[src/rtl/ram_arbiter.sv]
// rtl/ram_arbiter.sv - two-requester single-port RAM arbiter (IDLE/ACCESS/RDATA FSM)
// Round-robin by default; define RAM_ARB_FIXED_PRIO_EN for fixed priority with port 0 winning ties.
module ram_arbiter #(
  parameter int N = 3,
  parameter int M = 7
) (
  input  logic         clk,
  input  logic         rst_n,
  input  logic         req0,
  input  logic         we0,
  input  logic [M:0]   addr0,
  input  logic [N:0]   wdata0,
  output logic         gnt0,
  output logic         rvalid0,
  output logic [N:0]   rdata0,
  input  logic         req1,
  input  logic         we1,
  input  logic [M:0]   addr1,
  input  logic [N:0]   wdata1,
  output logic         gnt1,
  output logic         rvalid1,
  output logic [N:0]   rdata1,
  output logic [N:0]   ram_data,
  output logic [M:0]   ram_address,
  output logic         ram_we,
  input  logic [N:0]   ram_q,
  output logic         busy
);

  typedef enum logic [1:0] {
    IDLE   = 2'd0,
    ACCESS = 2'd1,
    RDATA  = 2'd2
  } state_t;

  state_t       state_q;
  logic         id_q;
  logic         we_q;
  logic [M:0]   addr_q;
  logic [N:0]   wdata_q;
  logic         gnt0_q;
  logic         gnt1_q;
  logic         rvalid0_q;
  logic         rvalid1_q;
  logic [N:0]   rdata0_q;
  logic [N:0]   rdata1_q;
  logic         ram_we_q;
  logic         busy_q;

  logic         win_d;
  logic         sel_we_d;
  logic [M:0]   sel_addr_d;
  logic [N:0]   sel_wdata_d;

`ifdef RAM_ARB_FIXED_PRIO_EN
  assign win_d = ~req0;
`else
  logic last_q;

  // On a tie the port that was not granted last wins; a lone request always wins.
  assign win_d = (req0 & req1) ? ~last_q : req1;

  always_ff @(posedge clk) begin
    if (!rst_n) begin
      last_q <= 1'b1;
    end else if (state_q == IDLE && (req0 || req1)) begin
      last_q <= win_d;
    end
  end
`endif

  assign sel_we_d    = win_d ? we1    : we0;
  assign sel_addr_d  = win_d ? addr1  : addr0;
  assign sel_wdata_d = win_d ? wdata1 : wdata0;

  always_ff @(posedge clk) begin
    if (!rst_n) begin
      state_q   <= IDLE;
      id_q      <= 1'b0;
      we_q      <= 1'b0;
      addr_q    <= '0;
      wdata_q   <= '0;
      gnt0_q    <= 1'b0;
      gnt1_q    <= 1'b0;
      rvalid0_q <= 1'b0;
      rvalid1_q <= 1'b0;
      rdata0_q  <= '0;
      rdata1_q  <= '0;
      ram_we_q  <= 1'b0;
      busy_q    <= 1'b0;
    end else begin
      gnt0_q    <= 1'b0;
      gnt1_q    <= 1'b0;
      rvalid0_q <= 1'b0;
      rvalid1_q <= 1'b0;
      ram_we_q  <= 1'b0;
      case (state_q)
        IDLE: begin
          if (req0 || req1) begin
            id_q     <= win_d;
            we_q     <= sel_we_d;
            addr_q   <= sel_addr_d;
            wdata_q  <= sel_wdata_d;
            gnt0_q   <= ~win_d;
            gnt1_q   <= win_d;
            ram_we_q <= sel_we_d;
            busy_q   <= 1'b1;
            state_q  <= ACCESS;
          end
        end
        ACCESS: begin
          // A write commits on this edge; a read waits one cycle for ram_q.
          if (we_q) begin
            busy_q  <= 1'b0;
            state_q <= IDLE;
          end else begin
            state_q <= RDATA;
          end
        end
        RDATA: begin
          if (id_q) begin
            rdata1_q  <= ram_q;
            rvalid1_q <= 1'b1;
          end else begin
            rdata0_q  <= ram_q;
            rvalid0_q <= 1'b1;
          end
          busy_q  <= 1'b0;
          state_q <= IDLE;
        end
        default: begin
          busy_q  <= 1'b0;
          state_q <= IDLE;
        end
      endcase
    end
  end

  assign gnt0        = gnt0_q;
  assign gnt1        = gnt1_q;
  assign rvalid0     = rvalid0_q;
  assign rvalid1     = rvalid1_q;
  assign rdata0      = rdata0_q;
  assign rdata1      = rdata1_q;
  assign ram_data    = wdata_q;
  assign ram_address = addr_q;
  assign ram_we      = ram_we_q;
  assign busy        = busy_q;

endmodule

[config.mk]
export PLATFORM = sky130hd
export DESIGN_NAME = ram_arbiter
export DESIGN_NICKNAME = d
export VERILOG_FILES = /design/src/rtl/ram_arbiter.sv
export SDC_FILE = /design/constraint.sdc
export NUM_CORES = 1
export LEC_CHECK = 0
export BUFFER_PORTS_ARGS = -buffer_cell sky130_fd_sc_hd__buf_2
export CAP_MARGIN = 10
export CORE_MARGIN = 3
export CORE_UTILIZATION = 35
export DETAILED_ROUTE_END_ITERATION = 10
export PLACE_DENSITY = 0.66
export SLEW_MARGIN = 20
export SYNTH_ARGS = -nofsm -noshare
export SYNTH_HDL_FRONTEND = slang
export SYNTH_SLANG_ARGS = --single-unit
[constraint.sdc]
create_clock -name clk -period 1.15 [get_ports clk]
set_input_delay 0.1725 -clock clk [delete_from_list [all_inputs] [get_ports clk]]
set_output_delay 0.1725 -clock clk [all_outputs]
set_load 0.02 [all_outputs]
==> impl_metrics.toml <==
[placed_design]
globalplace.congestion = 0.681
port_buffers = 59
dp_hpwl_mm = 2.02
place_area_sq_um = 1610

[min_path]
hp-start = "ram_q[2]"
min_to = "rdata1[2]$_SDFFE_PN0P_"
min_path_type = "in2reg"
hold_path_depth = 3

[timing]
final_hold_viol_count = 0
fmax_mhz = 801
setup-tns-final_ns = -1.05
fin_crit_sh_pct = 109
slew_violations = 0
min_period_ns = 1.25
maxSlewHeadroom_pct = 63.2
grt_setup_unrepaired = "yes"
setup_violations = 21
hold_ws_ns = 0.0938
finClkSkew_ns = 0.0129
setup_slack_ns = -0.0991
worst_pin_slew_ns = 0.551

[die]
die_w_um = 64.9
io_pins = 60
start_util_pct = 38.1
die_h_um = 64.9
die-area_sq_um = 4210
core_area_sq_um = 3180
row_count = 20

[logic_synthesis]
synth_cells = 99
synth_seq_cells = 31
avgSynthCellArea_sq_um = 12.2
synthDistinctLibCells = 25
yosys_warnings = 0
synth_seq_area_share_pct = 51.2
syn-cell-area_sq_um = 1210
postSynthNetCount = 133

[setup_path]
worst-setup-path-type = "reg2reg"
cp_max_fo = 15
rr_endpoint = "id_q$_SDFFE_PN0P_"
r2r_start = "state_q[1]$_SDFFE_PN0P_"
reg2reg_slack_ns = -0.1
slowest_stage = "o31a_2"
critPathBufInv = 0
critical_path_arrival_ns = 1.48
end_kind = "flop"
slowest_delay_ns = 0.55
cp_cell_sequence = "o31a_2 -> a22o_1"
critPathTopFamily = "compound AO/OA/AOI/OAI gates"
critPathLaunchType = "flop"
cp_data_required_time_ns = 1.38
r2r_cells = 2

[power_and_ir_drop]
ir_worst_vdd_uv = 803
p_per_area_nw_per_um2 = 1270
leakage_nw = 0.881
power_mw = 2.41

[final_layout]
area_growth_pct = 56.2
fin_nets = 208
fin_area_sq_um = 1890
drive_gt1_share_pct = 64.0
antenna_cells = 0

[global_routing]
grt_pass1_wl_mm = 4.59
grt_pass1_vias = 1051
grt_max_degree = 16
grtUsageTotal_pct = 14.2
antenna_found_initial = 0
grt_overflow = 0

[clocking]
clk_pin_slew_worst_paths_ns = 0.10
hold_buffers = 0
clock_sink_count = 31
cts_buffers = 5
clock-root-buffer = "clkbuf_4"
cts_tree = "yes"
h-tree-depth = 2
cts_max_path_buffers = 2
clk_latency_ns = 0.34

[routing]
routedWlPerCell_um = 13.4
finalWirelength_mm = 2.94
drtPass1Iterations = 4
via_count = 1027
drt_iter0_markers = 14
post-route-drc-count = 0
drtAntennaViolNets = 0
routed_via_density = 4.69

[run_status]
status = "complete, but fails checks"
violations = "negative setup slack"

[run]
max_cap_violations = 0
==> layer usage <==
layer / share of wire, % / global-route usage [%] / wire length [um] / vias to the layer above
met4: 3.7 / 8.71 / 110 / 0
met2: 48 / 24.3 / 1430 / 37
met5: 0 / 0 / 0 / -
met1: 42 / 15.4 / 1220 / 469
li1: - / - / - / 509
met3: 6.2 / 3.81 / 181 / 12
==> synth_stat cells <==
cell type | n | area [sq um]
a211oi_1 | 1 | 7.51
buf_6 | 1 | 11.3
mux2i_1 | 21 | 210
a22o_1 | 1 | 8.76
nor3b_1 | 1 | 7.51
dfxtp_1 | 31 | 621
or3_1 | 1 | 6.26
nand3b_1 | 1 | 7.51
nor3_1 | 1 | 5.00
o2bb2ai_1 | 5 | 43.8
nor3b_2 | 1 | 12.5
and2_2 | 1 | 7.51
a2bb2oi_1 | 1 | 8.76
nor2_1 | 12 | 45.0
o2bb2ai_2 | 8 | 120
buf_2 | 1 | 5.00
nand2b_4 | 1 | 13.8
clkinv_1 | 1 | 3.75
buf_8 | 1 | 15.0
o31a_2 | 1 | 10.0
inv_1 | 2 | 7.51
nand2b_1 | 1 | 6.26
buf_4 | 2 | 15.0
a21boi_0 | 1 | 7.51
and2_1 | 1 | 6.26
==> power by group <==
| part | internal (mW) | switching [mW] | total (mW) | leakage (nW) |
|---|---|---|---|---|
| combinational | 0.296 | 0.298 | 0.594 | 0.599 |
| clock | 0.235 | 0.368 | 0.604 | 0.0282 |
| sequential | 1.15 | 0.0593 | 1.21 | 0.255 |
| total | 1.68 | 0.726 | 2.41 | 0.881 |
==> stage by stage <==
stage	setup WS, ns	instances	util, %
5_1_grt	-0.163	219	59.6
3_5_place_dp	-0.118	206	50.8
6_report	-0.0991	219	59.6
2_1_floorplan	-0.0283	99	-
4_1_cts	-0.0473	217	55.0
3_3_place_gp	-0.0574	206	50.8
==> layout by cell type, fill, tap and decap left out <==
cell	netlist	routed
mux2i_2	0	5
buf_12	0	2
clkbuf_4	0	5
clkbuf_1	0	1
inv_2	0	1
and2_2	1	1
nor3b_1	1	1
clkinvlp_4	0	1
nor3_1	1	1
buf_6	1	3
o31a_2	1	1
nor3b_2	1	1
o2bb2ai_2	8	9
or3_4	0	1
clkbuf_16	0	1
nand2b_1	1	1
o2bb2ai_4	0	4
clkinv_2	0	1
dfxtp_1	31	28
mux2i_4	0	3
and2_1	1	1
mux2i_1	21	13
a211oi_1	1	1
clkinv_1	1	1
nand2b_4	1	1
buf_2	1	59
a2bb2oi_1	1	1
inv_1	2	1
nand3b_1	1	1
nor2_1	12	11
a21boi_4	0	1
buf_4	2	8
nor2_4	0	1
a22o_1	1	1
dfxtp_2	0	3
==> flip-flops by register name (all words and copies together), names as in the netlist, 2 cells and up <==
name         count
rdata0           4
state_q          2
ram_data         4
ram_address      8
rdata1           4
==> worst reg2reg max path: stages, from the launching register on <==
cell,delay (ns)
dfxtp_2,0.35
o31a_2,0.55
a22o_1,0.25
==> layout make-up <==
type                       count  area [sq um]
fill                         276          1280
multi-input combinational     60           696
sequential                    31           624
timing repair buffer          73           454
tap                           44          55.1
clock buffer                   6          41.3
clock inverter                 2          12.5
inverter                       3          11.3
==> worst max-delay path by stage <==
stage | from | endpoint | cells after the start
floorplan | state_q[1]$_SDFFE_PN0P_ | ram_address[0]$_SDFFE_PN0P_ | 5
global placement | state_q[1]$_SDFFE_PN0P_ | ram_address[5]$_SDFFE_PN0P_ | 4
detailed placement | state_q[1]$_SDFFE_PN0P_ | ram_address[3]$_SDFFE_PN0P_ | 4
CTS | state_q[1]$_SDFFE_PN0P_ | id_q$_SDFFE_PN0P_ | 2
global route | last_q$_SDFFE_PN1P_ | ram_data[3]$_SDFFE_PN0P_ | 4
finish | state_q[1]$_SDFFE_PN0P_ | id_q$_SDFFE_PN0P_ | 2
==> cells by family (layout without fill, tap and decap cells) <==
group                  after synthesis  after routing  share of synthesized area, %
AO/OA/AOI/OAI                       18             18                          17.0
buffers and inverters                8             84                          4.75
flip-flops                          31             31                          51.2
multiplexers                        21             21                          17.3
AND/OR/NAND/NOR                     21             21                          9.70
==> repair_timing <==
action	in CTS	in global routing
pin swaps	1	4
setup endpoints to repair	23	27
gates resized for setup	13	17
buffers inserted	3	1
cloned	0	1
Power figures use the tool's default switching activity.
